`config.mk`:
```
export PLATFORM = sky130hd
export DESIGN_NAME = led_step_ctrl
export DESIGN_NICKNAME = d
export VERILOG_FILES = /design/src/rtl/led_step_ctrl.sv
export SDC_FILE = /design/constraint.sdc
export NUM_CORES = 1
export LEC_CHECK = 0
export ABC_CLOCK_PERIOD_IN_PS = 7500
export BUFFER_PORTS_ARGS = -buffer_cell sky130_fd_sc_hd__buf_2
export CAP_MARGIN = 10
export CORE_UTILIZATION = 45
export DETAILED_ROUTE_END_ITERATION = 8
export GPL_ROUTABILITY_DRIVEN = 0
export SYNTH_ARGS = -nofsm -noshare
export SYNTH_HDL_FRONTEND = slang
export SYNTH_SLANG_ARGS = --single-unit
```
`constraint.sdc`:
```
create_clock -name sys_clk -period 7.5 [get_ports sys_clk]
set_input_delay 0.375 -clock sys_clk [delete_from_list [all_inputs] [get_ports sys_clk]]
set_output_delay 0.375 -clock sys_clk [all_outputs]
set_load 0.02 [all_outputs]
```
`src/rtl/led_step_ctrl.sv`:
```
// LED chaser step controller: three debounced pushbuttons set speed,
// direction and pause; a period counter emits one-cycle step strobes
// for a downstream LED shifter.
module led_step_ctrl #(
  parameter logic [24:0] DEB_MAX  = 25'd999_999,
  parameter logic [25:0] PERIOD_0 = 26'd49_999_999,
  parameter logic [25:0] PERIOD_1 = 26'd24_999_999,
  parameter logic [25:0] PERIOD_2 = 26'd12_499_999,
  parameter logic [25:0] PERIOD_3 = 26'd6_249_999
) (
  input  logic       sys_clk,
  input  logic       sys_rst_n,
  input  logic       key_speed,
  input  logic       key_dir,
  input  logic       key_pause,
  output logic       step_pulse,
  output logic       step_dir,
  output logic [1:0] speed_sel,
  output logic       paused
);

  // bit 0 = speed, bit 1 = direction, bit 2 = pause
  logic [2:0]  key_raw;
  logic [2:0]  sync_1;
  logic [2:0]  sync_2;
  logic [2:0]  stable;
  logic [2:0]  stable_d;
  logic [2:0]  press;
  logic [25:0] step_cnt;
  logic [25:0] pmax;
  logic        running;

  assign key_raw = {key_pause, key_dir, key_speed};

  // Two-flop synchronizers; idle (released) level is high.
  always_ff @(posedge sys_clk or negedge sys_rst_n) begin
    if (!sys_rst_n) begin
      sync_1 <= 3'b111;
      sync_2 <= 3'b111;
    end else begin
      sync_1 <= key_raw;
      sync_2 <= sync_1;
    end
  end

  for (genvar i = 0; i < 3; i++) begin : g_deb
    logic        stab;
    logic [24:0] cnt;

    // Accept a new level only after it has differed for DEB_MAX+1 cycles.
    always_ff @(posedge sys_clk or negedge sys_rst_n) begin
      if (!sys_rst_n) begin
        stab <= 1'b1;
        cnt  <= '0;
      end else if (sync_2[i] == stab) begin
        cnt <= '0;
      end else if (cnt == DEB_MAX) begin
        stab <= sync_2[i];
        cnt  <= '0;
      end else begin
        cnt <= cnt + 25'd1;
      end
    end

    assign stable[i] = stab;
  end

  // Delayed stable levels for falling-edge (press) detection.
  always_ff @(posedge sys_clk or negedge sys_rst_n) begin
    if (!sys_rst_n) stable_d <= 3'b111;
    else            stable_d <= stable;
  end

  // Press pulse lasts the single cycle after stable falls; releases are ignored.
  assign press = stable_d & ~stable;

  // Mode registers; simultaneous presses all apply in the same cycle.
  always_ff @(posedge sys_clk or negedge sys_rst_n) begin
    if (!sys_rst_n) begin
      speed_sel <= 2'b00;
      step_dir  <= 1'b0;
      paused    <= 1'b0;
    end else begin
      speed_sel <= speed_sel + {1'b0, press[0]};
      step_dir  <= step_dir ^ press[1];
      paused    <= paused ^ press[2];
    end
  end

  // Period limit for the current speed.
  always_comb begin
    pmax = PERIOD_0;
    case (speed_sel)
      2'd0:    pmax = PERIOD_0;
      2'd1:    pmax = PERIOD_1;
      2'd2:    pmax = PERIOD_2;
      default: pmax = PERIOD_3;
    endcase
  end

  // A pause press freezes the counter in the same cycle it lands, so the
  // held value is the count at the press; a resume press restarts at once.
  assign running = ~(paused ^ press[2]);

  // Step counter: speed press restarts the period, out-of-range values recover.
  always_ff @(posedge sys_clk or negedge sys_rst_n) begin
    if (!sys_rst_n) begin
      step_cnt <= '0;
    end else if (press[0]) begin
      step_cnt <= '0;
    end else if (step_cnt > pmax) begin
      step_cnt <= '0;
    end else if (running) begin
      step_cnt <= (step_cnt == pmax) ? 26'd0 : step_cnt + 26'd1;
    end
  end

  // Registered strobe for the cycle after the counter reaches its limit.
  always_ff @(posedge sys_clk or negedge sys_rst_n) begin
    if (!sys_rst_n) step_pulse <= 1'b0;
    else            step_pulse <= running & ~press[0] & (step_cnt == pmax);
  end

endmodule

```
==> results of run 1 <==
## worst register-to-register path, cell delays in order, from the launching register on
cell	delay (ns)
dfrtp_1	0.44
inv_1	0.12
nor2_1	0.17
inv_1	0.07
ha_1	0.30
nand4_2	0.13
or4_4	0.60
o211ai_1	0.80
nor2_1	0.21
a31oi_1	0.28
a311oi_2	0.08
## per-stage QoR
step	total power, mW	area [µm²]	setup slack, ns
5_1_grt	1.57	7000	3.86
3_3_place_gp	0.691	6390	4.39
3_5_place_dp	0.692	6390	4.24
2_1_floorplan	0.674	6220	4.86
6_report	1.52	7000	4.17
4_1_cts	1.54	7000	4.21
## sequential cells by signal (all words and copies together) (netlist names)
name,count
g_deb.cnt,75
g_deb.stab,3
paused,1
speed_sel,2
stable_d,3
step_cnt,26
step_dir,1
step_pulse,1
sync_1,3
sync_2,3
## routing by layer
metal	part of all wire [%]	up-vias
met5	0	-
met4	1.5	0
met3	4.7	20
met2	46	83
met1	48	2276
li1	-	2254
## cell type report
cell class / instances / area (µm²) / area share, %
Clock buffer: 23 / 488 / 6.97
Sequential cell: 118 / 2970 / 42.4
Clock inverter: 8 / 121 / 1.73
Timing Repair Buffer: 10 / 55.1 / 0.787
Inverter: 23 / 86.3 / 1.23
Tap cell: 176 / 220 / 3.15
Multi-Input combinational cell: 478 / 3060 / 43.7
## cells in the mapped netlist (9+ instances only)
cell type	n	area share (%)
a21oi_1	15	1.2
buf_2	9	0.72
dfrtp_1	106	43
dfstp_2	12	5.1
ha_1	22	4.4
inv_1	23	1.4
nand2_1	46	2.8
nand3_1	43	3.5
nand4_1	22	2.2
nor2_1	116	7.0
nor3_1	16	1.3
nor4_1	9	0.90
xnor2_1	39	5.5
xor2_1	37	5.2
## power groups by stage
stage | combinational [mW] | sequential, mW | clock (mW)
after detailed placement | 0.0312 | 0.660 | 0
after floorplan | 0.0147 | 0.659 | 0
after global routing | 0.0354 | 0.650 | 0.882
after global placement | 0.0309 | 0.660 | 0
final | 0.0297 | 0.650 | 0.837
after CTS | 0.0314 | 0.649 | 0.854
## how the worst max path moves through the flow
stage | start | cells after the start | endpoint
finish | speed_sel[0]$_DFF_PN0_ | 10 | step_cnt[24]$_DFFE_PN0P_
global route | speed_sel[0]$_DFF_PN0_ | 10 | step_cnt[24]$_DFFE_PN0P_
CTS | speed_sel[0]$_DFF_PN0_ | 10 | step_cnt[24]$_DFFE_PN0P_
detailed placement | speed_sel[0]$_DFF_PN0_ | 10 | step_cnt[24]$_DFFE_PN0P_
global placement | speed_sel[0]$_DFF_PN0_ | 10 | step_cnt[6]$_DFFE_PN0P_
floorplan | speed_sel[0]$_DFF_PN0_ | 11 | step_cnt[6]$_DFFE_PN0P_
## cells by family (layout without fill, tap and decap cells)
kind of cell	Yosys count	after routing	share of synthesized area [%]
AND/OR/NAND/NOR	310	310	25.2
adder cells (fa/ha/maj)	22	22	4.42
AO/OA/AOI/OAI	65	65	7.94
multiplexers	5	5	0.885
buffers and inverters	41	64	3.14
flip-flops	118	118	47.7
XOR/XNOR	76	76	10.7
## placed cells by master (no fill, tap or decap), types with 12 or more instances in the layout
| master | synthesis | final |
|---|---|---|
| xnor2_1 | 39 | 39 |
| nand2_1 | 46 | 46 |
| a21oi_1 | 15 | 15 |
| dfstp_2 | 12 | 12 |
| ha_1 | 22 | 22 |
| nor3_1 | 16 | 16 |
| clkbuf_16 | 0 | 17 |
| nand3_1 | 43 | 43 |
| inv_1 | 23 | 23 |
| nand4_1 | 22 | 22 |
| dfrtp_1 | 106 | 106 |
| nor2_1 | 116 | 116 |
| xor2_1 | 37 | 37 |
==> results.toml, run 1 <==
[power_and_ir_drop]
p_sw_uw = 311
pwr-share-comb_pct = 2.0
p_leak_nw = 3.03
internal-power_mw = 1.20
seq_power_share_pct = 42.9
power_density_nw_per_um2 = 217
swShare_pct = 20.5
ir_worst_vdd_mv = 0.157
p_clk_share_pct = 55.2

[sta]
slew-limit-headroom_pct = 29.6
slew_violations = 0
rsz0062_at_grt = "no"
fmax_mhz = 300
fin_crit_ns = 3.33
finalHoldViolations = 0
hold_slack_ns = 0.00373
setup_viol = 0
tightest_slew_ns = 1.05
period_share_pct = 44.5
fin_skew_ns = 0.00758
setup_tns_ns = 0

[setup_path]
reg2reg_to = "step_cnt[24]$_DFFE_PN0P_"
cpPeakStageDelay_ns = 0.80
crit_required_ns = 7.77
critPathKind = "register to register"
path_cells = "inv_1 -> nor2_1 -> inv_1 -> ha_1 -> nand4_2 -> or4_4 -> o211ai_1 -> nor2_1 -> a31oi_1 -> a311oi_2"
reg2reg_depth = 10
cp-start-kind = "register"
cp.arrival_ns = 3.60
endpoint_kind = "register"
r2r-start = "speed_sel[0]$_DFF_PN0_"
cp_max_fo = 12
crit_family = "compound AO/OA/AOI/OAI gates"
r2r_slack_ns = 4.17
slowest_stage = "o211ai_1"
critPathBufInv = 2

[finish]
layout-drive-gt1-share_pct = 13.0
fin_util_pct = 52.4
fin_cells = 836
syn2layout_area_growth_pct = 12.5
num_antenna_cells = 0
fillCellCount = 1236
fin_nets = 675

[grt]
gr-total-overflow = 0
first_global_vias = 4572
grt_first_pass_wirelength_um = 21700
grt_use_met1_pct = 25.8
met3_usage_pct = 5.32
grt-busiest-layer = "met2"
antenna_found_initial = 0
grt_use_total_pct = 19.2
grt_max_degree = 64
gr-usage-met2_pct = 29.4

[status]
status = "finished clean"

[clock_network]
cts_tree = "done"
post_cts_buffers = 0
clk_pin_slew_ns = 0.05
cts.htree.levels = 4
postCtsHoldBufs = 0
cts_resized = 0
cts_buffers = 17
clkLatencyLatePin_ns = 0.42
cts.root.buffer_cell = "clkbuf_16"
clockBufferDepth = 2
clkSinkCount = 118

[drt]
viasPerCell = 5.54
ant_nets = 0
first_pass_iters = 4
drtIter0Drc = 315
drcViolationCount = 0
vias = 4633
wl_um = 12400
wl_per_cell_um = 14.8

[run]
maxCapViolCount = 0

[synth]
netlist_area_um2 = 6220
async_reset_ff_share_pct = 100
postSynthAreaPerCell_um2 = 9.77
synth_ff_type = "dfrtp_1"
yosys_register_bits = 118
syn_nets = 664
yosysSeqAreaShare_pct = 47.7
synthCells = 637
yosysUniqueCellTypes = 63
yosys_warnings = 0
synth-edff-count = 0

[min_path]
hp-class = "primary input to asynchronous set/reset pin"

[floorplan]
initial_core_util_pct = 46.6
dieArea_um2 = 14300
core_um2 = 13300
die_y_um = 120
row_count = 42
die_w_um = 120
pin_count = 10

[placed_design]
dpl.cell_count = 805
dp_hpwl_um = 8240
io_buffers = 9
Power figures use the tool's default switching activity.
==> inputs of run 2 (changes only) <==
--- a/config.mk
+++ b/config.mk
@@ -5,7 +5,7 @@
 export SDC_FILE = /design/constraint.sdc
 export NUM_CORES = 1
 export LEC_CHECK = 0
-export ABC_CLOCK_PERIOD_IN_PS = 7500
+export ABC_CLOCK_PERIOD_IN_PS = 2770
 export BUFFER_PORTS_ARGS = -buffer_cell sky130_fd_sc_hd__buf_2
 export CAP_MARGIN = 10
 export CORE_UTILIZATION = 45
==> constraint.sdc (replaced) <==
create_clock -name sys_clk -period 2.77 [get_ports sys_clk]
set_input_delay 0.1385 -clock sys_clk [delete_from_list [all_inputs] [get_ports sys_clk]]
set_output_delay 0.1385 -clock sys_clk [all_outputs]
set_load 0.02 [all_outputs]
==> run 2 against run 1 <==
Against the previous run: register-to-register slack worse by 4.0 ns; critical path depth unchanged; wire length up 2.8%; sequential share of layout area down 0.92 points; critical path type unchanged; largest cell class unchanged.
==> results.toml, run 2 (synthesis gave the netlist of run 1 again) <==
[status]
status = "finished clean"

[sta]
hold_slack_ns = 0.292
tightest_slew_ns = 0.649
setup_ws_ns = 0.146
fin_skew_ns = 0.00595
finalHoldViolations = 0
setup_viol = 0
slew_violations = 0
period_share_pct = 94.7
slew-limit-headroom_pct = 56.7
fin_crit_ns = 2.62
fmax_mhz = 381

[grt]
gr-total-overflow = 0
grt_max_degree = 71
grt-busiest-layer = "met2"
grt_use_met1_pct = 25.4
antenna_found_initial = 0
grt_first_pass_wirelength_um = 22500
gr-usage-met2_pct = 31.9
first_global_vias = 4775
met3_usage_pct = 5.70
grt_use_total_pct = 19.9

[finish]
top_regs = "g_deb.cnt: 75 flops, step_cnt: 26 flops"
fin_util_pct = 53.6
syn2layout_area_growth_pct = 15.0
num_antenna_cells = 0
fillCellCount = 1218
regArea_um2 = 2970
fin_cells = 855
layout_commonest_cell = "nor2_1"
layout-drive-gt1-share_pct = 15.5
largest_register_ffs = 75
fin_nets = 693
regMostFlops = "g_deb.cnt"
multiInputGateArea_um2 = 3060
layout_common_cells = "nor2_1, dfrtp_1, nand2_1"

[setup_path]
cp.arrival_ns = 2.92
endpoint_kind = "register"
reg2reg_depth = 10
cp_max_fo = 14
reg2reg_to = "step_cnt[9]$_DFFE_PN0P_"
r2r_slack_ns = 0.15
critPathKind = "register to register"
r2r-start = "speed_sel[1]$_DFF_PN0_"
crit_required_ns = 3.06
cp-start-kind = "register"

[min_path]
hp-class = "primary input to asynchronous set/reset pin"

[floorplan]
pin_count = 10
dieArea_um2 = 14300
core_um2 = 13300
row_count = 42
initial_core_util_pct = 46.6
die_y_um = 120
die_w_um = 120

[drt]
drtIter0Drc = 341
vias = 4700
ant_nets = 0
wl_um = 12700
viasPerCell = 5.50
first_pass_iters = 5
drcViolationCount = 0
wl_per_cell_um = 14.9

[placed_design]
dp_hpwl_um = 8700
dpl.cell_count = 818
io_buffers = 9
place_ws_ns = 0.0622

[run]
maxCapViolCount = 0

[clock_network]
clkSinkCount = 118
clkLatencyLatePin_ns = 0.41
cts.root.buffer_cell = "clkbuf_16"
cts_buffers = 17
clockBufferDepth = 2
cts_tree = "done"
clk_pin_slew_ns = 0.05
cts.htree.levels = 4

[power_and_ir_drop]
power_density_nw_per_um2 = 569
ir_worst_vdd_mv = 0.457
p_leak_nw = 3.11
## run 2: per-stage QoR
stage | TNS, ns | total power, mW | area, µm²
3_5_place_dp | 0 | 1.88 | 6500
3_3_place_gp | 0 | 1.88 | 6500
4_1_cts | 0 | 4.13 | 7140
5_1_grt | -0.00159 | 4.22 | 7160
2_1_floorplan | 0 | 1.83 | 6220
6_report | 0 | 4.07 | 7160
## run 2: how the worst max path moves through the flow
stage	from	to	slack [ns]
5_1_grt	speed_sel[1]$_DFF_PN0_	step_cnt[9]$_DFFE_PN0P_	-0.002
2_1_floorplan	speed_sel[0]$_DFF_PN0_	step_cnt[6]$_DFFE_PN0P_	0.13
6_report	speed_sel[1]$_DFF_PN0_	step_cnt[9]$_DFFE_PN0P_	0.15
4_1_cts	speed_sel[1]$_DFF_PN0_	step_cnt[17]$_DFFE_PN0P_	0.01
3_3_place_gp	speed_sel[1]$_DFF_PN0_	step_cnt[9]$_DFFE_PN0P_	0.18
3_5_place_dp	speed_sel[1]$_DFF_PN0_	step_cnt[17]$_DFFE_PN0P_	0.06
## run 2: timing repair
| action | CTS | global route |
|---|---|---|
| endpoints found under the setup margin | 0 | 26 |
| setup buffers | 0 | 1 |
| hold buffers | 4 | 0 |
| resized for setup | 0 | 6 |
| hold endpoints to repair | 47 | 0 |
## run 2: final cells by class
type,instances,area share [%]
flip-flops and latches,118,41.5
well taps,176,3.08
multi-input cells,478,42.8
clock buffers,23,6.68
clock inverters,9,1.75
repair buffers,28,3.02
inverters,23,1.21
## run 2: layer usage
layer	wire [µm]	vias up
li1	-	2291
met1	5910	2282
met2	6090	100
met3	494	27
met4	247	0
met5	0	-
## run 2: worst max-delay path, stage by stage (launching register included)
cell and delay, ns:
dfrtp_2 0.43, inv_2 0.10, nand2_1 0.10, ha_1 0.34
nand4_2 0.12, or4_4 0.58, a21oi_2 0.14, nor4_2 0.05
buf_4 0.18, and3_2 0.21, a221o_1 0.26
## run 2: report_power, final
group	switching, mW	internal (mW)
combinational	0.0645	0.0246
sequential	0.0149	1.75
clock	0.746	1.48
total	0.826	3.25
==> inputs of run 3 (changes only) <==
--- a/config.mk
+++ b/config.mk
@@ -5,10 +5,11 @@
 export SDC_FILE = /design/constraint.sdc
 export NUM_CORES = 1
 export LEC_CHECK = 0
+export ABC_AREA = 1
 export ABC_CLOCK_PERIOD_IN_PS = 2770
 export BUFFER_PORTS_ARGS = -buffer_cell sky130_fd_sc_hd__buf_2
 export CAP_MARGIN = 10
-export CORE_UTILIZATION = 45
+export CORE_UTILIZATION = 30
 export DETAILED_ROUTE_END_ITERATION = 8
 export GPL_ROUTABILITY_DRIVEN = 0
 export SYNTH_ARGS = -nofsm -noshare
==> run 3 against run 2 <==
Against the previous run: wire length rose by 35%; core utilization fell by 19 points; synthesized area rose by 20%; clock skew up 0.00050 ns; flip-flop and latch count is the same; critical path type unchanged; cell area is 19% higher; largest power group unchanged; non-clock buffer count shrank 12.
==> results.toml, run 3 <==
[clock_network]
clockBufferDepth = 2
clkLatencyLatePin_ns = 0.41
cts.htree.levels = 4
clkSinkCount = 118
cts.root.buffer_cell = "clkbuf_16"
clk_pin_slew_ns = 0.06
cts_resized = 0
cts_tree = "done"
cts_buffers = 17

[setup_path]
cp.arrival_ns = 2.66
crit_required_ns = 3.07
path_cells = "nor2_1 -> inv_1 -> ha_1 -> nand2_1 -> nor2_1 -> nand2_1 -> nor2_4 -> nand2_2 -> nand3_4 -> nand2_4 -> and2_1"
crit_family = "simple AND/OR/NAND/NOR gates"
cp_max_fo = 28
cpPeakStageDelay_ns = 0.46
critPathBufInv = 1
slowest_stage = "dfrtp_1"
critPathKind = "register to register"
endpoint_kind = "register"
cp-start-kind = "register"

[synth]
synthTopCellsByCount = "nand2_1, nor2_1, inv_1"
yosys_register_bits = 118
yosysSeqAreaShare_pct = 39.8
yosys_warnings = 0
yosysUniqueCellTypes = 40
yosysMostFrequentCell = "nand2_1"
syn_nets = 1054
postSynthAreaPerCell_um2 = 7.26
synth_top_area_share_pct = 35.6
synth_ff_type = "dfrtp_1"
synthCells = 1027
netlist_area_um2 = 7450
synth_area_leaders = "dfrtp_1, nand2_1, nor2_1"
async_reset_ff_share_pct = 100
synth-edff-count = 0
synth_area_leader_cell = "dfrtp_1"

[grt]
grt_use_total_pct = 14.4
gr-total-overflow = 0
first_global_vias = 6049
antenna_found_initial = 0
grt_max_degree = 71
grt_first_pass_wirelength_um = 29800

[sta]
slew-limit-headroom_pct = 54.7
rsz0062_at_grt = "no"
hold_slack_ns = 0.152
setup_tns_ns = 0
setup_viol = 0
fin_skew_ns = 0.00645
slew_violations = 0
fmax_mhz = 423
fin_crit_ns = 2.36
period_share_pct = 85.3
tightest_slew_ns = 0.678
finalHoldViolations = 0

[drt]
wl_per_cell_um = 12.4
wl_um = 17200
drtIter0Drc = 467
met1Wirelength_um = 8810
routed.top_layer = "met4"
ant_nets = 0
drcViolationCount = 0
met2WireLength_um = 7460
first_pass_iters = 6
wl_met3_um = 645
vias = 6435
viasPerCell = 4.64

[floorplan]
die_y_um = 160
initial_core_util_pct = 30.6
pin_count = 10
die_w_um = 160
dieArea_um2 = 25500
row_count = 57
core_um2 = 24300

[finish]
layout_common_cells = "nand2_1, nor2_1, inv_1"
regMostFlops = "g_deb.cnt"
largest_register_ffs = 75
top_regs = "g_deb.cnt: 75 flops, step_cnt: 26 flops"
fin_nets = 1076
num_antenna_cells = 0
layout_commonest_cell = "nand2_1"
layout-drive-gt1-share_pct = 8.76
syn2layout_area_growth_pct = 13.8

[min_path]
hp-class = "primary input to asynchronous set/reset pin"

[power_and_ir_drop]
ir_worst_vdd_mv = 0.331
power_density_nw_per_um2 = 472
p_leak_nw = 3.95

[run]
maxCapViolCount = 0

[placed_design]
io_buffers = 9
dp_hpwl_um = 12500

[status]
status = "finished clean"
-- run 3: cell count changes in the layout (fill, tap and decap cells not counted), moves of 22 or more --
cell,before,now
nand2_1,46,240
nand3_1,43,93
nor3_1,16,38
inv_1,21,134
xnor2_1,39,10
nor2_1,115,176
-- run 3: stage by stage --
step                      instance area [µm²]  setup WS (ns)  power, mW  util [%]  cells
after detailed placement                 7870          0.451       1.88      32.3   1350
after global routing                     8480          0.202       4.16      34.9   1386
after global placement                   7870          0.539       1.88      32.3   1350
after CTS                                8480          0.415       4.07      34.9   1386
final                                    8480          0.407       4.01      34.9   1386
after floorplan                          7450          0.656       1.82         -   1027
-- run 3: path summary, 6_finish.rpt --
| kind | cells after the start | slack, ns | endpoint | startpoint |
|---|---|---|---|---|
| worst max-delay path | 11 | 0.41 | step_cnt[2]$_DFFE_PN0P_ | speed_sel[0]$_DFF_PN0_ |
| worst min-delay path | 2 | 0.15 | g_deb[0].cnt[8]$_DFF_PN0_ | sys_rst_n |
| worst max register to register | 11 | 0.41 | step_cnt[2]$_DFFE_PN0P_ | speed_sel[0]$_DFF_PN0_ |
| worst min register to register | 0 | 0.36 | sync_2[1]$_DFF_PN1_ | sync_1[1]$_DFF_PN1_ |
| max in group asynchronous | 3 | 1.91 | sync_2[2]$_DFF_PN1_ | sys_rst_n |
| min in group sys_clk | 0 | 0.36 | sync_2[1]$_DFF_PN1_ | sync_1[1]$_DFF_PN1_ |
-- run 3: report_power, final --
part	leakage (nW)	switching (mW)	total, mW	internal [mW]
clock network	0.276	0.815	2.16	1.34
logic	2.09	0.0663	0.0878	0.0215
registers	1.58	0.0153	1.76	1.74
-- run 3: repair_timing --
item / 4_1_cts / 5_1_grt
hold endpoints to repair: 22 / 0
setup endpoints to repair: 0 / 0
hold buffers: 4 / 0
setup buffers: 0 / 0
-- run 3: final cells by class --
type	instances	area, µm²
inverter	141	534
tap	324	405
clock inverter	12	129
timing repair buffer	16	123
multi-input combinational	755	3880
sequential	118	2970
fill	2546	15800
clock buffer	20	447
-- run 3: kinds of logic (layout without fill, tap and decap cells) --
group                      count (synthesis)  after routing  synth area share, %
xor gates and xnor gates                  54             54                 6.35
DFF                                      118            118                 39.8
adders and majority gates                 22             22                 3.69
buffers and inverters                    154            189                 8.16
and+or+nand+nor                          638            638                 38.8
AOI/OAI and AO/OA                         41             41                 3.14
-- run 3: per-layer routing --
metal  up-vias  track usage [%]
met5         -                0
met4         0             4.85
met3        23             3.22
met2       124             21.5
met1      2960             20.4
li1       3328                -
-- run 3: worst register-to-register path, cell delays in order, from the launching register on --
cell and delay [ns]:
dfrtp_1 0.46, nor2_1 0.25, inv_1 0.10, ha_1 0.31
nand2_1 0.08, nor2_1 0.14, nand2_1 0.11, nor2_4 0.14
nand2_2 0.14, nand3_4 0.10, nand2_4 0.19, and2_1 0.22
